==> src/rtl/reg_scoreboard_pkg.sv <==
// reg_scoreboard_pkg: shared GPR constants and instruction field helpers
package reg_scoreboard_pkg;
  localparam int REG_W = 5;
  localparam int NUM_GPR = 32;
  localparam logic [REG_W-1:0] REG_ZERO = 5'd0;
  localparam logic [REG_W-1:0] REG_RA = 5'd31;
  function automatic logic [REG_W-1:0] rs_of(input logic [31:0] instr);
    return instr[25:21];
  endfunction
  function automatic logic [REG_W-1:0] rt_of(input logic [31:0] instr);
    return instr[20:16];
  endfunction
endpackage

==> src/rtl/reg_scoreboard_if.sv <==
// reg_scoreboard_if: decode/writeback handshake bundle for the scoreboard
interface reg_scoreboard_if
  import reg_scoreboard_pkg::*;
#(
  parameter int CNT_W = 3
);
  logic issue_valid;
  logic issue_ready;
  logic [REG_W-1:0] issue_rs;
  logic [REG_W-1:0] issue_rt;
  logic issue_use_rs;
  logic issue_use_rt;
  logic [REG_W-1:0] issue_wreg;
  logic wb_valid;
  logic [REG_W-1:0] wb_reg;
  logic flush;
  logic [NUM_GPR-1:0] busy_mask;
  logic [CNT_W-1:0] inflight;
  logic wb_err;
  modport master (
    output issue_valid, issue_rs, issue_rt, issue_use_rs, issue_use_rt, issue_wreg,
    output wb_valid, wb_reg, flush,
    input issue_ready, busy_mask, inflight, wb_err
  );
  modport slave (
    input issue_valid, issue_rs, issue_rt, issue_use_rs, issue_use_rt, issue_wreg,
    input wb_valid, wb_reg, flush,
    output issue_ready, busy_mask, inflight, wb_err
  );
endinterface

==> src/rtl/reg_scoreboard_hazard_check.sv <==
// reg_scoreboard_hazard_check: combinational RAW/WAW/full issue gate
module reg_scoreboard_hazard_check
  import reg_scoreboard_pkg::*;
(
  input  logic [NUM_GPR-1:0] busy_i,
  input  logic [NUM_GPR-1:0] wb_clr_i,
  input  logic [REG_W-1:0]   rs_i,
  input  logic [REG_W-1:0]   rt_i,
  input  logic [REG_W-1:0]   wreg_i,
  input  logic               use_rs_i,
  input  logic               use_rt_i,
  input  logic               full_i,
  output logic               ready_o
);
  logic [NUM_GPR-1:0] eff;
  logic raw_rs, raw_rt, waw, full_hz;
  assign eff = busy_i & ~wb_clr_i;
  assign raw_rs = use_rs_i && rs_i != REG_ZERO && eff[rs_i];
  assign raw_rt = use_rt_i && rt_i != REG_ZERO && eff[rt_i];
  assign waw = wreg_i != REG_ZERO && eff[wreg_i];
  assign full_hz = wreg_i != REG_ZERO && full_i;
  assign ready_o = !(raw_rs || raw_rt || waw || full_hz);
endmodule

==> src/rtl/reg_scoreboard.sv <==
// reg_scoreboard: GPR in-flight write tracker; SCOREBOARD_WB_BYPASS_EN lets same-cycle writeback release hazards
module reg_scoreboard
  import reg_scoreboard_pkg::*;
#(
  parameter int MAX_INFLIGHT = 4,
  parameter int CNT_W = 3
)(
  input logic clk,
  input logic reset,
  reg_scoreboard_if.slave bus
);
  logic [NUM_GPR-1:0] busy_q, busy_d, wb_clr_vec, set_vec, hz_clr;
  logic [CNT_W-1:0] inflight_q, inflight_d;
  logic wb_err_q, wb_err_d;
  logic wb_sel, wb_hit, wb_bad, full, hz_ok, ready, set;
  assign wb_sel = bus.wb_valid && bus.wb_reg != REG_ZERO;
  assign wb_hit = wb_sel && busy_q[bus.wb_reg];
  assign wb_bad = wb_sel && !busy_q[bus.wb_reg];
  assign wb_clr_vec = wb_hit ? (NUM_GPR'(1) << bus.wb_reg) : '0;
`ifdef SCOREBOARD_WB_BYPASS_EN
  assign hz_clr = wb_clr_vec;
  assign full = (inflight_q - CNT_W'(wb_hit)) == CNT_W'(MAX_INFLIGHT);
`else
  assign hz_clr = '0;
  assign full = inflight_q == CNT_W'(MAX_INFLIGHT);
`endif
  reg_scoreboard_hazard_check u_hz (
    .busy_i  (busy_q),
    .wb_clr_i(hz_clr),
    .rs_i    (bus.issue_rs),
    .rt_i    (bus.issue_rt),
    .wreg_i  (bus.issue_wreg),
    .use_rs_i(bus.issue_use_rs),
    .use_rt_i(bus.issue_use_rt),
    .full_i  (full),
    .ready_o (hz_ok)
  );
  assign ready = hz_ok && !bus.flush;
  assign set = bus.issue_valid && ready && bus.issue_wreg != REG_ZERO;
  assign set_vec = set ? (NUM_GPR'(1) << bus.issue_wreg) : '0;
  // next state: clear before set so a same-register issue keeps the bit busy; flush drops everything but wb_err
  always_comb begin
    busy_d = bus.flush ? '0 : ((busy_q & ~wb_clr_vec) | set_vec) & ~NUM_GPR'(1);
    inflight_d = bus.flush ? '0 : inflight_q + CNT_W'(set) - CNT_W'(wb_hit);
    wb_err_d = wb_err_q || (wb_bad && !bus.flush);
  end
  // state registers with synchronous reset
  always_ff @(posedge clk) begin
    if (reset) begin
      busy_q <= '0;
      inflight_q <= '0;
      wb_err_q <= 1'b0;
    end else begin
      busy_q <= busy_d;
      inflight_q <= inflight_d;
      wb_err_q <= wb_err_d;
    end
  end
  // counter must never wrap in either direction
  always_ff @(posedge clk) begin
    if (!reset && !bus.flush) begin
      assert (!(wb_hit && !set && inflight_q == '0)) else $error("inflight underflow");
      assert (!(set && !wb_hit && inflight_q == CNT_W'(MAX_INFLIGHT))) else $error("inflight overflow");
    end
  end
  assign bus.issue_ready = ready;
  assign bus.busy_mask = busy_q;
  assign bus.inflight = inflight_q;
  assign bus.wb_err = wb_err_q;
endmodule

==> src/flat_wrapper.sv <==
// flat-port wrapper written by rule: the top's interface ports become plain ports
module reg_scoreboard_flat import reg_scoreboard_pkg::*;
#(
  parameter int MAX_INFLIGHT = 4,
  parameter int CNT_W = 3
)
  (clk, reset, bus_issue_valid, bus_issue_rs, bus_issue_rt, bus_issue_use_rs, bus_issue_use_rt, bus_issue_wreg, bus_wb_valid, bus_wb_reg, bus_flush, bus_issue_ready, bus_busy_mask, bus_inflight, bus_wb_err);
  reg_scoreboard_if #(.CNT_W(CNT_W)) bus_i ();
  input logic clk;
  input logic reset;
  input wire logic [$bits(bus_i.issue_valid)-1:0] bus_issue_valid;
  input wire logic [$bits(bus_i.issue_rs)-1:0] bus_issue_rs;
  input wire logic [$bits(bus_i.issue_rt)-1:0] bus_issue_rt;
  input wire logic [$bits(bus_i.issue_use_rs)-1:0] bus_issue_use_rs;
  input wire logic [$bits(bus_i.issue_use_rt)-1:0] bus_issue_use_rt;
  input wire logic [$bits(bus_i.issue_wreg)-1:0] bus_issue_wreg;
  input wire logic [$bits(bus_i.wb_valid)-1:0] bus_wb_valid;
  input wire logic [$bits(bus_i.wb_reg)-1:0] bus_wb_reg;
  input wire logic [$bits(bus_i.flush)-1:0] bus_flush;
  output wire logic [$bits(bus_i.issue_ready)-1:0] bus_issue_ready;
  output wire logic [$bits(bus_i.busy_mask)-1:0] bus_busy_mask;
  output wire logic [$bits(bus_i.inflight)-1:0] bus_inflight;
  output wire logic [$bits(bus_i.wb_err)-1:0] bus_wb_err;
  assign bus_i.issue_valid = bus_issue_valid;
  assign bus_i.issue_rs = bus_issue_rs;
  assign bus_i.issue_rt = bus_issue_rt;
  assign bus_i.issue_use_rs = bus_issue_use_rs;
  assign bus_i.issue_use_rt = bus_issue_use_rt;
  assign bus_i.issue_wreg = bus_issue_wreg;
  assign bus_i.wb_valid = bus_wb_valid;
  assign bus_i.wb_reg = bus_wb_reg;
  assign bus_i.flush = bus_flush;
  assign bus_issue_ready = bus_i.issue_ready;
  assign bus_busy_mask = bus_i.busy_mask;
  assign bus_inflight = bus_i.inflight;
  assign bus_wb_err = bus_i.wb_err;
  reg_scoreboard #(.MAX_INFLIGHT(MAX_INFLIGHT), .CNT_W(CNT_W)) u_core (.clk(clk), .reset(reset), .bus(bus_i));
endmodule
==> config.mk <==
export PLATFORM = sky130hd
export DESIGN_NAME = reg_scoreboard_flat
export DESIGN_NICKNAME = d
export VERILOG_FILES = /design/src/rtl/reg_scoreboard_pkg.sv /design/src/rtl/reg_scoreboard_if.sv /design/src/rtl/reg_scoreboard_hazard_check.sv /design/src/rtl/reg_scoreboard.sv /design/src/flat_wrapper.sv
export SDC_FILE = /design/constraint.sdc
export NUM_CORES = 1
export LEC_CHECK = 0
export CORE_MARGIN = 5
export CORE_UTILIZATION = 45
export CTS_BUF_LIST = sky130_fd_sc_hd__clkbuf_8
export DETAILED_ROUTE_END_ITERATION = 7
export HOLD_SLACK_MARGIN = 0.08
export PLACE_DENSITY = 0.76
export SLEW_MARGIN = 25
export SYNTH_ARGS = -nofsm -noshare
export SYNTH_HDL_FRONTEND = slang
export SYNTH_SLANG_ARGS = --single-unit
export TNS_END_PERCENT = 100
==> constraint.sdc <==
create_clock -name clk -period 4.3 [get_ports clk]
set_input_delay 0.645 -clock clk [delete_from_list [all_inputs] [get_ports clk]]
set_output_delay 0.645 -clock clk [all_outputs]
set_load 0.01 [all_outputs]
==> results.sh, run 1 <==
export IMPL_outcome="complete, no violations"
export IMPL_synth_cell_types=54
export IMPL_synth_cells=292
export IMPL_powerDensity_nw_per_um2=231.2
export IMPL_rr_startpoint="u_core.bus.busy_mask[18]$_SDFF_PP0_"
export IMPL_crit_slowest_cell="clkdlybuf4s50_1"
export IMPL_max_cap_violations=0
export IMPL_routed_via_density=6.615
export IMPL_r2r_cells=11
export IMPL_synth_area_leaders="dfxtp_1 25%, mux4_2 20%, mux2i_1 4.3%"
export IMPL_syn_nets=322
export IMPL_top_layer_used="met4"
export IMPL_finalSetupViolCount=0
export IMPL_power_leakage_uw=0.001349
export IMPL_coreArea_um2=5991
export IMPL_placed_cells=421
export IMPL_worstSetupStartpoint="bus_wb_reg[0]"
export IMPL_ir_drop_uv=181.9
export IMPL_drtAntennaViolNets=0
export IMPL_worstPathMaxFanout=4
export IMPL_ys_flop_type="dfxtp_1"
export IMPL_finClkSkew_ns=0.01256
export IMPL_crit_end="u_core.bus.inflight[2]$_SDFF_PP0_"
export IMPL_place_gp_congestion=1.011
export IMPL_synth_top_area_share_pct=25.04
export IMPL_io_buffers=62
export IMPL_area_growth_syn_to_layout_pct=31.22
export IMPL_grt_max_degree=25
export IMPL_ys_warn_count=0
export IMPL_grt_pass1_vias=2699
export IMPL_final_util_pct=61.28
export IMPL_cts_tree="yes"
export IMPL_ys_ff_latch=35
export IMPL_slew_violations=0
export IMPL_grt_pass1_wl_um=14750
export IMPL_async_flop_share_pct=0
export IMPL_synth_common_cells="35 x dfxtp_1, 25 x mux4_2, 23 x nand2_1, 18 x o21ai_1, 17 x nand3_1"
export IMPL_rsz0062_at_grt="false"
export IMPL_cp_start_kind="input pin"
export IMPL_combPwrFrac_pct=18.2
export IMPL_drc=0
export IMPL_yosysTopAreaCell="dfxtp_1"
export IMPL_ios=64
export IMPL_die_h_um=88.85
export IMPL_antennaDiodeCount=0
export IMPL_first_iter_violations=340
export IMPL_switchingPower_uw=218.7
export IMPL_cpPeakStageDelay_ns=0.61
export IMPL_dieArea_um2=7894
export IMPL_firstDrtPassIters=6
export IMPL_critPathArrivalTime_ns=4.06
export IMPL_syn_area_um2=2798
export IMPL_clock_root_buffer="clkbuf_8"
export IMPL_hold_class="flip-flop to flip-flop"
export IMPL_clock_latency_ns=0.30
export IMPL_drive_gt1_share_pct=16.67
export IMPL_ys_seq_area_share_pct=25.04
export IMPL_cts_inserted_buffers=5
export IMPL_max_freq_mhz=258.2
export IMPL_worst_slew_pin_slew_ns=0.8486
export IMPL_fin_cells=429
export IMPL_wl_met1_um=3710
export IMPL_period_share_pct=90.08
export IMPL_dr_wl_met3_um=1101
export IMPL_htreeDepth=2
export IMPL_grtUsageTotal_pct=25.01
export IMPL_finalHoldViolations=0
export IMPL_min_period_ns=3.874
export IMPL_swShare_pct=25.76
export IMPL_gr_total_overflow=0
export IMPL_crit_cells=12
export IMPL_path_class="input pin to flip-flop"
export IMPL_wl_per_cell_um=22.22
export IMPL_p_int_uw=630.2
export IMPL_initial_core_util_pct=46.70
export IMPL_crit_family="multiplexers"
export IMPL_yosysMostFrequentCell="dfxtp_1"
export IMPL_final_nets=383
export IMPL_clockBufferDepth=2
export IMPL_clk_pin_slew_ns=0.08
export IMPL_routed_wirelength_um=9534
export IMPL_cts_sinks=35
export IMPL_seqPwrFrac_pct=38.8
export IMPL_syn_area_per_cell_um2=9.581
export IMPL_cp_end_kind="flip-flop"
export IMPL_wl_met2_um=4426
export IMPL_die_width_um=88.85
export IMPL_cp_num_buf_inv=2
export IMPL_r2r_end="u_core.bus.inflight[2]$_SDFF_PP0_"
export IMPL_vias=2838
export IMPL_crit_required_ns=4.48
export IMPL_tns_ns=0
export IMPL_antenna_found_initial=0
export IMPL_hold_start="u_core.bus.wb_err$_SDFF_PP0_"
export IMPL_synth_edf_count=0
export IMPL_dp_hpwl_um=7108
export IMPL_p_clk_share_pct=43.0
export IMPL_crit_chain="clkdlybuf4s50_1 > mux4_2 > mux4_2 > o21ai_1 > nor2_1 > ha_1 > inv_1 > ha_1 > fa_1 > xnor2_1 > xnor2_1 > nor3_1"
export IMPL_slew_headroom_pct=43.37
export IMPL_ff2ff_setup_slack_ns=1.03
export IMPL_row_count=28
==> final cells by class <==
type                            count  area [um^2]
Clock inverter                      3        67.56
Inverter                           10        37.54
Clock buffer                        5        68.82
Multi-Input combinational cell    224         1952
Sequential cell                    35        700.7
Tap cell                           75        93.84
Timing Repair Buffer               77        750.7
Fill cell                         516         2320
==> worst min-delay path, cell delays in order, from the launching register on <==
cell	delay (ns)
dfxtp_1	0.34
a21oi_1	0.05
nor2_1	0.07
==> timing repair <==
| item | 4_1_cts | 5_1_grt |
|---|---|---|
| buffers inserted | 0 | 0 |
| hold buffers | 0 | 0 |
| endpoints found under the setup margin | 0 | 1 |
| resized for setup | 0 | 3 |
==> kinds of logic (layout without fill, tap and decap cells) <==
group                    count (synthesis)  after routing  synth area share (%)
other                                    1              1                0.1340
flip-flops                              35             35                 25.04
XOR/XNOR                                 2              2                0.6262
buffers and inverters                   33             95                 5.322
AND/OR/NAND/NOR                         97             97                 18.96
AO/OA/AOI/OAI                           76             76                 18.52
multiplexers                            45             45                 29.79
adder cells (fa/ha/maj)                  3              3                 1.610
==> power by group through the flow <==
stage,clock network [uW],logic [uW],registers [uW]
final,365,154,330
after global routing,383,164,330
after CTS,365,153,329
after detailed placement,0,152,337
after global placement,0,150,337
after floorplan,0,87.7,337
==> per-layer routing <==
layer	global-route usage [%]	vias to the layer above
li1	-	1257
met1	33.62	1356
met2	38.53	196
met3	5.959	29
met4	10.58	0
met5	0	-
==> layout by cell type, fill, tap and decap left out, types with 4 or more instances in the layout <==
cell type and count:
clkdlybuf4s50_1 60, dfxtp_1 35, mux4_2 25, nand2_1 23, o21ai_1 18, nand3_1 17, o211ai_1 16, nor2_1 14
buf_4 14, mux2i_1 12, o21ai_0 12, nor2b_1 10, inv_1 10, and2_1 8, and3_1 6, o311ai_0 6
a21o_1 5, clkbuf_8 5, nor3_1 4, mux2_2 4, mux4_1 4
==> stage by stage <==
step	hold slack (ns)	area (um^2)	power [uW]	setup slack, ns
floorplan	0.5030	2798	425.0	0.8080
global placement	0.4561	3528	487.1	0.1058
detailed placement	0.4782	3528	489.2	0.06656
CTS	0.4966	3665	847.2	0.04671
global route	0.5112	3671	877.4	0.3291
finish	0.4924	3671	848.9	0.4264
==> how the worst min path moves through the flow <==
stage	to	slack, ns	cells past startpoint
after floorplan	u_core.bus.wb_err$_SDFF_PP0_	0.50	2
after global placement	u_core.bus.wb_err$_SDFF_PP0_	0.46	2
after detailed placement	u_core.bus.wb_err$_SDFF_PP0_	0.48	2
after CTS	u_core.bus.wb_err$_SDFF_PP0_	0.50	2
after global routing	u_core.bus.wb_err$_SDFF_PP0_	0.51	2
final	u_core.bus.wb_err$_SDFF_PP0_	0.49	2
==> state kept, by name (all words and copies together), names as in the netlist <==
name / flops
u_core.bus.busy_mask: 31
u_core.bus.wb_err: 1
u_core.bus.inflight: 3
No activity file was read; power rests on OpenSTA's default activity.
==> inputs of run 2 (changes only) <==
- HOLD_SLACK_MARGIN: 0.08 -> not set
- REMOVE_ABC_BUFFERS: not set -> 1
==> results.sh, run 2 (same netlist as run 1, synthesis figures left out) <==
export IMPL_outcome="complete, no violations"
export IMPL_setup_slack_ns=0.09504
export IMPL_antennaDiodeCount=0
export IMPL_max_freq_mhz=237.8
export IMPL_clk_pin_slew_ns=0.06
export IMPL_cp_end_kind="output port"
export IMPL_area_growth_syn_to_layout_pct=29.25
export IMPL_cp_start_kind="input pin"
export IMPL_largest_reg_flops=31
export IMPL_r2r_cells=11
export IMPL_final_cell_area_um2=3616
export IMPL_crit_family="buffers and inverters"
export IMPL_max_cap_violations=0
export IMPL_wl_per_cell_um=23.39
export IMPL_cts_tree="yes"
export IMPL_final_nets=381
export IMPL_rsz0062_at_grt="false"
export IMPL_finClkSkew_ns=0.008920
export IMPL_io_buffers=62
export IMPL_grt_max_degree=29
export IMPL_r2r_end="u_core.bus.inflight[2]$_SDFF_PP0_"
export IMPL_clock_latency_ns=0.29
export IMPL_cts_sinks=35
export IMPL_routed_wirelength_um=9989
export IMPL_first_iter_violations=520
export IMPL_min_period_ns=4.205
export IMPL_use_met3_pct=4.190
export IMPL_row_count=28
export IMPL_clockBufferDepth=2
export IMPL_initial_core_util_pct=46.70
export IMPL_power_leakage_uw=0.001317
export IMPL_place_gp_congestion=1.002
export IMPL_slew_headroom_pct=56.25
export IMPL_ir_drop_uv=151.3
export IMPL_worstPathMaxFanout=12
export IMPL_vias=2937
export IMPL_finalHoldViolations=0
export IMPL_cp_num_buf_inv=3
export IMPL_crit_chain="clkdlybuf4s50_1 > buf_4 > mux4_1 > mux2i_1 > mux2i_1 > a211o_1 > a2111oi_0 > clkdlybuf4s50_1"
export IMPL_rr_startpoint="u_core.bus.busy_mask[23]$_SDFF_PP0_"
export IMPL_grtUsageTotal_pct=26.14
export IMPL_place_worst_setup_slack_ns=0.1101
export IMPL_grt_busiest_layer="met2"
export IMPL_powerDensity_nw_per_um2=205.7
export IMPL_worst_slew_pin_slew_ns=0.6523
export IMPL_drc=0
export IMPL_crit_end="bus_issue_ready"
export IMPL_period_share_pct=97.79
export IMPL_worstSetupStartpoint="bus_issue_wreg[0]"
export IMPL_antenna_found_initial=0
export IMPL_ios=64
export IMPL_cpPeakStageDelay_ns=0.62
export IMPL_post_cts_buffers=0
export IMPL_die_width_um=88.85
export IMPL_ctsHoldBuffers=0
export IMPL_final_util_pct=60.36
export IMPL_cts_resized=0
export IMPL_hold_class="flip-flop to flip-flop"
export IMPL_grt_util_met2_pct=40.35
export IMPL_placed_cell_area_um2=3513
export IMPL_grt_pass1_vias=2824
export IMPL_routed_via_density=6.878
export IMPL_path_class="input pin to output port"
export IMPL_cts_inserted_buffers=5
export IMPL_ff2ff_setup_slack_ns=1.06
export IMPL_tns_ns=0
export IMPL_grt_pass1_wl_um=15280
export IMPL_slew_violations=0
export IMPL_crit_required_ns=3.65
export IMPL_drtAntennaViolNets=0
export IMPL_whs_ns=0.5248
export IMPL_use_met1_pct=34.82
export IMPL_dp_hpwl_um=7341
export IMPL_coreArea_um2=5991
export IMPL_firstDrtPassIters=5
export IMPL_gr_total_overflow=0
export IMPL_critPathArrivalTime_ns=3.56
export IMPL_mostFrequentLayoutCells="61 x clkdlybuf4s50_1, 35 x dfxtp_1, 25 x mux4_2, 23 x nand2_1, 18 x o21ai_1"
export IMPL_crit_slowest_cell="clkdlybuf4s50_1"
export IMPL_dieArea_um2=7894
export IMPL_die_h_um=88.85
export IMPL_final_common_cell="clkdlybuf4s50_1"
export IMPL_crit_cells=8
export IMPL_finalSetupViolCount=0
export IMPL_drive_gt1_share_pct=15.91
export IMPL_htreeDepth=2
export IMPL_clock_root_buffer="clkbuf_8"
## run 2: stage by stage
step	power, uW	std cells
after floorplan	400.5	269
after global placement	482.6	419
after detailed placement	485.4	419
after CTS	741.7	427
after global routing	769.7	427
final	743.9	427
## run 2: power breakdown
group,switching (uW),internal (uW),leakage [uW]
Combinational,80.5,70.7,0.000979
Clock,119,144,0.0000557
Sequential,3.38,327,0.000282
## run 2: final cells by class
cell class	instances	area (um^2)
clock inverters	1	3.754
well taps	75	93.84
inverters	10	37.54
clock buffers	7	96.34
flip-flops and latches	35	700.7
multi-input cells	224	1951
fillers	477	2375
repair buffers	75	733.2
## run 2: worst min-delay path by stage
| stage | from | to | slack [ns] | depth (start not counted) |
|---|---|---|---|---|
| 5_1_grt | u_core.bus.wb_err$_SDFF_PP0_ | u_core.bus.wb_err$_SDFF_PP0_ | 0.56 | 2 |
| 2_1_floorplan | u_core.bus.wb_err$_SDFF_PP0_ | u_core.bus.wb_err$_SDFF_PP0_ | 0.50 | 2 |
| 3_3_place_gp | u_core.bus.wb_err$_SDFF_PP0_ | u_core.bus.wb_err$_SDFF_PP0_ | 0.46 | 2 |
| 4_1_cts | u_core.bus.wb_err$_SDFF_PP0_ | u_core.bus.wb_err$_SDFF_PP0_ | 0.52 | 2 |
| 3_5_place_dp | u_core.bus.wb_err$_SDFF_PP0_ | u_core.bus.wb_err$_SDFF_PP0_ | 0.50 | 2 |
| 6_report | u_core.bus.wb_err$_SDFF_PP0_ | u_core.bus.wb_err$_SDFF_PP0_ | 0.52 | 2 |
## run 2: routing by layer
metal  part of all wire, %  vias to the layer above
met4                   4.1                        0
li1                      -                     1250
met1                    40                     1438
met2                    46                      212
met5                     0                        -
met3                    10                       37
## run 2: worst min-delay path, stage by stage (launching register included)
cell	delay (ns)
dfxtp_1	0.35
a21oi_1	0.05
nor2_1	0.09
==> inputs of run 3 (changes only) <==
- ABC_AREA: not set -> 0
- PLACE_DENSITY: 0.76 -> 0.78
- SKIP_LAST_GASP: not set -> 1
==> results.sh, run 3 (same netlist as run 1, synthesis figures left out) <==
export IMPL_outcome="complete, no violations"
export IMPL_critPathArrivalTime_ns=4.01
export IMPL_cp_start_kind="input pin"
export IMPL_fin_cells=427
export IMPL_die_h_um=88.85
export IMPL_rsz0062_at_grt="false"
export IMPL_drive_gt1_share_pct=16.19
export IMPL_grt_pass1_vias=2796
export IMPL_ff2ff_setup_slack_ns=1.16
export IMPL_firstDrtPassIters=6
export IMPL_r2r_end="u_core.bus.inflight[2]$_SDFF_PP0_"
export IMPL_vias=2894
export IMPL_clock_latency_ns=0.29
export IMPL_wl_per_cell_um=23.11
export IMPL_path_class="input pin to flip-flop"
export IMPL_period_share_pct=89.16
export IMPL_worstPathMaxFanout=6
export IMPL_placed_cells=419
export IMPL_crit_end="u_core.bus.inflight[2]$_SDFF_PP0_"
export IMPL_tns_ns=0
export IMPL_clock_root_buffer="clkbuf_8"
export IMPL_ios=64
export IMPL_grt_pass1_wl_um=15190
export IMPL_worstSetupStartpoint="bus_wb_reg[0]"
export IMPL_rr_startpoint="u_core.bus.busy_mask[21]$_SDFF_PP0_"
export IMPL_max_cap_violations=0
export IMPL_multi_input_area_um2=1952
export IMPL_ir_drop_uv=171.6
export IMPL_first_iter_violations=428
export IMPL_dieArea_um2=7894
export IMPL_ff_latch_area_um2=700.7
export IMPL_ctsHoldBuffers=0
export IMPL_clockBufferDepth=2
export IMPL_initial_core_util_pct=46.70
export IMPL_antenna_found_initial=0
export IMPL_drtAntennaViolNets=0
export IMPL_coreArea_um2=5991
export IMPL_min_period_ns=3.834
export IMPL_grt_max_degree=26
export IMPL_grtUsageTotal_pct=25.53
export IMPL_cts_tree="yes"
export IMPL_power_leakage_uw=0.001335
export IMPL_die_width_um=88.85
export IMPL_cts_inserted_buffers=5
export IMPL_clk_pin_slew_ns=0.08
export IMPL_antennaDiodeCount=0
export IMPL_gr_total_overflow=0
export IMPL_routed_wirelength_um=9869
export IMPL_dp_hpwl_um=7298
export IMPL_final_common_cell="clkdlybuf4s50_1"
export IMPL_finalSetupViolCount=0
export IMPL_htreeDepth=2
export IMPL_area_growth_syn_to_layout_pct=30.01
export IMPL_grt_util_met2_pct=41.30
export IMPL_use_met1_pct=34.28
export IMPL_io_buffers=62
export IMPL_worst_slew_pin_slew_ns=0.9239
export IMPL_finalHoldViolations=0
export IMPL_finClkSkew_ns=0.01390
export IMPL_largest_reg_flops=31
export IMPL_final_nets=381
export IMPL_routed_via_density=6.778
export IMPL_use_met3_pct=4.842
export IMPL_slew_violations=0
export IMPL_slew_headroom_pct=38.34
export IMPL_post_cts_buffers=0
export IMPL_powerDensity_nw_per_um2=217.8
export IMPL_max_freq_mhz=260.8
export IMPL_grt_busiest_layer="met2"
export IMPL_cts_sinks=35
export IMPL_cp_end_kind="flip-flop"
export IMPL_hold_class="flip-flop to flip-flop"
export IMPL_crit_required_ns=4.48
export IMPL_place_gp_congestion=0.9587
export IMPL_mostFrequentLayoutCells="60 x clkdlybuf4s50_1, 35 x dfxtp_1, 25 x mux4_2, 23 x nand2_1, 18 x o21ai_1"
export IMPL_row_count=28
export IMPL_drc=0
export IMPL_final_util_pct=60.71
export IMPL_nFillCells=495
export IMPL_r2r_cells=11
run 3: how the worst min path moves through the flow:
| stage | depth (start not counted) | endpoint | startpoint | slack, ns |
|---|---|---|---|---|
| global route | 2 | u_core.bus.wb_err$_SDFF_PP0_ | u_core.bus.wb_err$_SDFF_PP0_ | 0.56 |
| CTS | 2 | u_core.bus.wb_err$_SDFF_PP0_ | u_core.bus.wb_err$_SDFF_PP0_ | 0.48 |
| finish | 2 | u_core.bus.wb_err$_SDFF_PP0_ | u_core.bus.wb_err$_SDFF_PP0_ | 0.48 |
| global placement | 2 | u_core.bus.wb_err$_SDFF_PP0_ | u_core.bus.wb_err$_SDFF_PP0_ | 0.46 |
| detailed placement | 2 | u_core.bus.wb_err$_SDFF_PP0_ | u_core.bus.wb_err$_SDFF_PP0_ | 0.47 |
| floorplan | 2 | u_core.bus.wb_err$_SDFF_PP0_ | u_core.bus.wb_err$_SDFF_PP0_ | 0.50 |
run 3: routing by layer:
layer  vias to the layer above  share of wire [%]
met2                       243                 46
met1                      1352                 38
met5                         -                  0
li1                       1257                  -
met4                         0                3.3
met3                        42                 12
run 3: cell type report:
class	instances	area share [%]
Clock buffer	6	2.270
Clock inverter	2	0.9632
Inverter	10	1.032
Multi-Input combinational cell	224	53.66
Sequential cell	35	19.26
Tap cell	75	2.580
Timing Repair Buffer	75	20.23
run 3: where the power goes:
| part | switching (uW) | internal (uW) |
|---|---|---|
| clock network | 123 | 188 |
| logic | 81.7 | 70.6 |
| registers | 3.15 | 327 |
| total | 208 | 585 |
run 3: worst max-delay path, cell delays in order:
cell and delay, ns:
clkdlybuf4s50_1 0.68, mux4_2 0.56, mux4_2 0.51, o21ai_1 0.22, nor2_1 0.10, ha_1 0.29, inv_1 0.04, ha_1 0.19
fa_1 0.40, xnor2_1 0.18, xnor2_1 0.14, nor3_1 0.06
run 3: through the flow:
step	power (uW)	worst slack (ns)	instance area, um^2	hold WS (ns)
6_report	792.3	0.4661	3637	0.4812
5_1_grt	821.0	0.2994	3637	0.5607
4_1_cts	791.2	0.07695	3631	0.4841
3_5_place_dp	486.2	0.09190	3513	0.4670
3_3_place_gp	483.4	0.1388	3513	0.4596
2_1_floorplan	400.5	0.8950	2686	0.5029
run 3: repair_timing:
| action | CTS | global route |
|---|---|---|
| gates resized for setup | 0 | 3 |
| endpoints found under the setup margin | 0 | 1 |
| hold endpoints to repair | 0 | 0 |
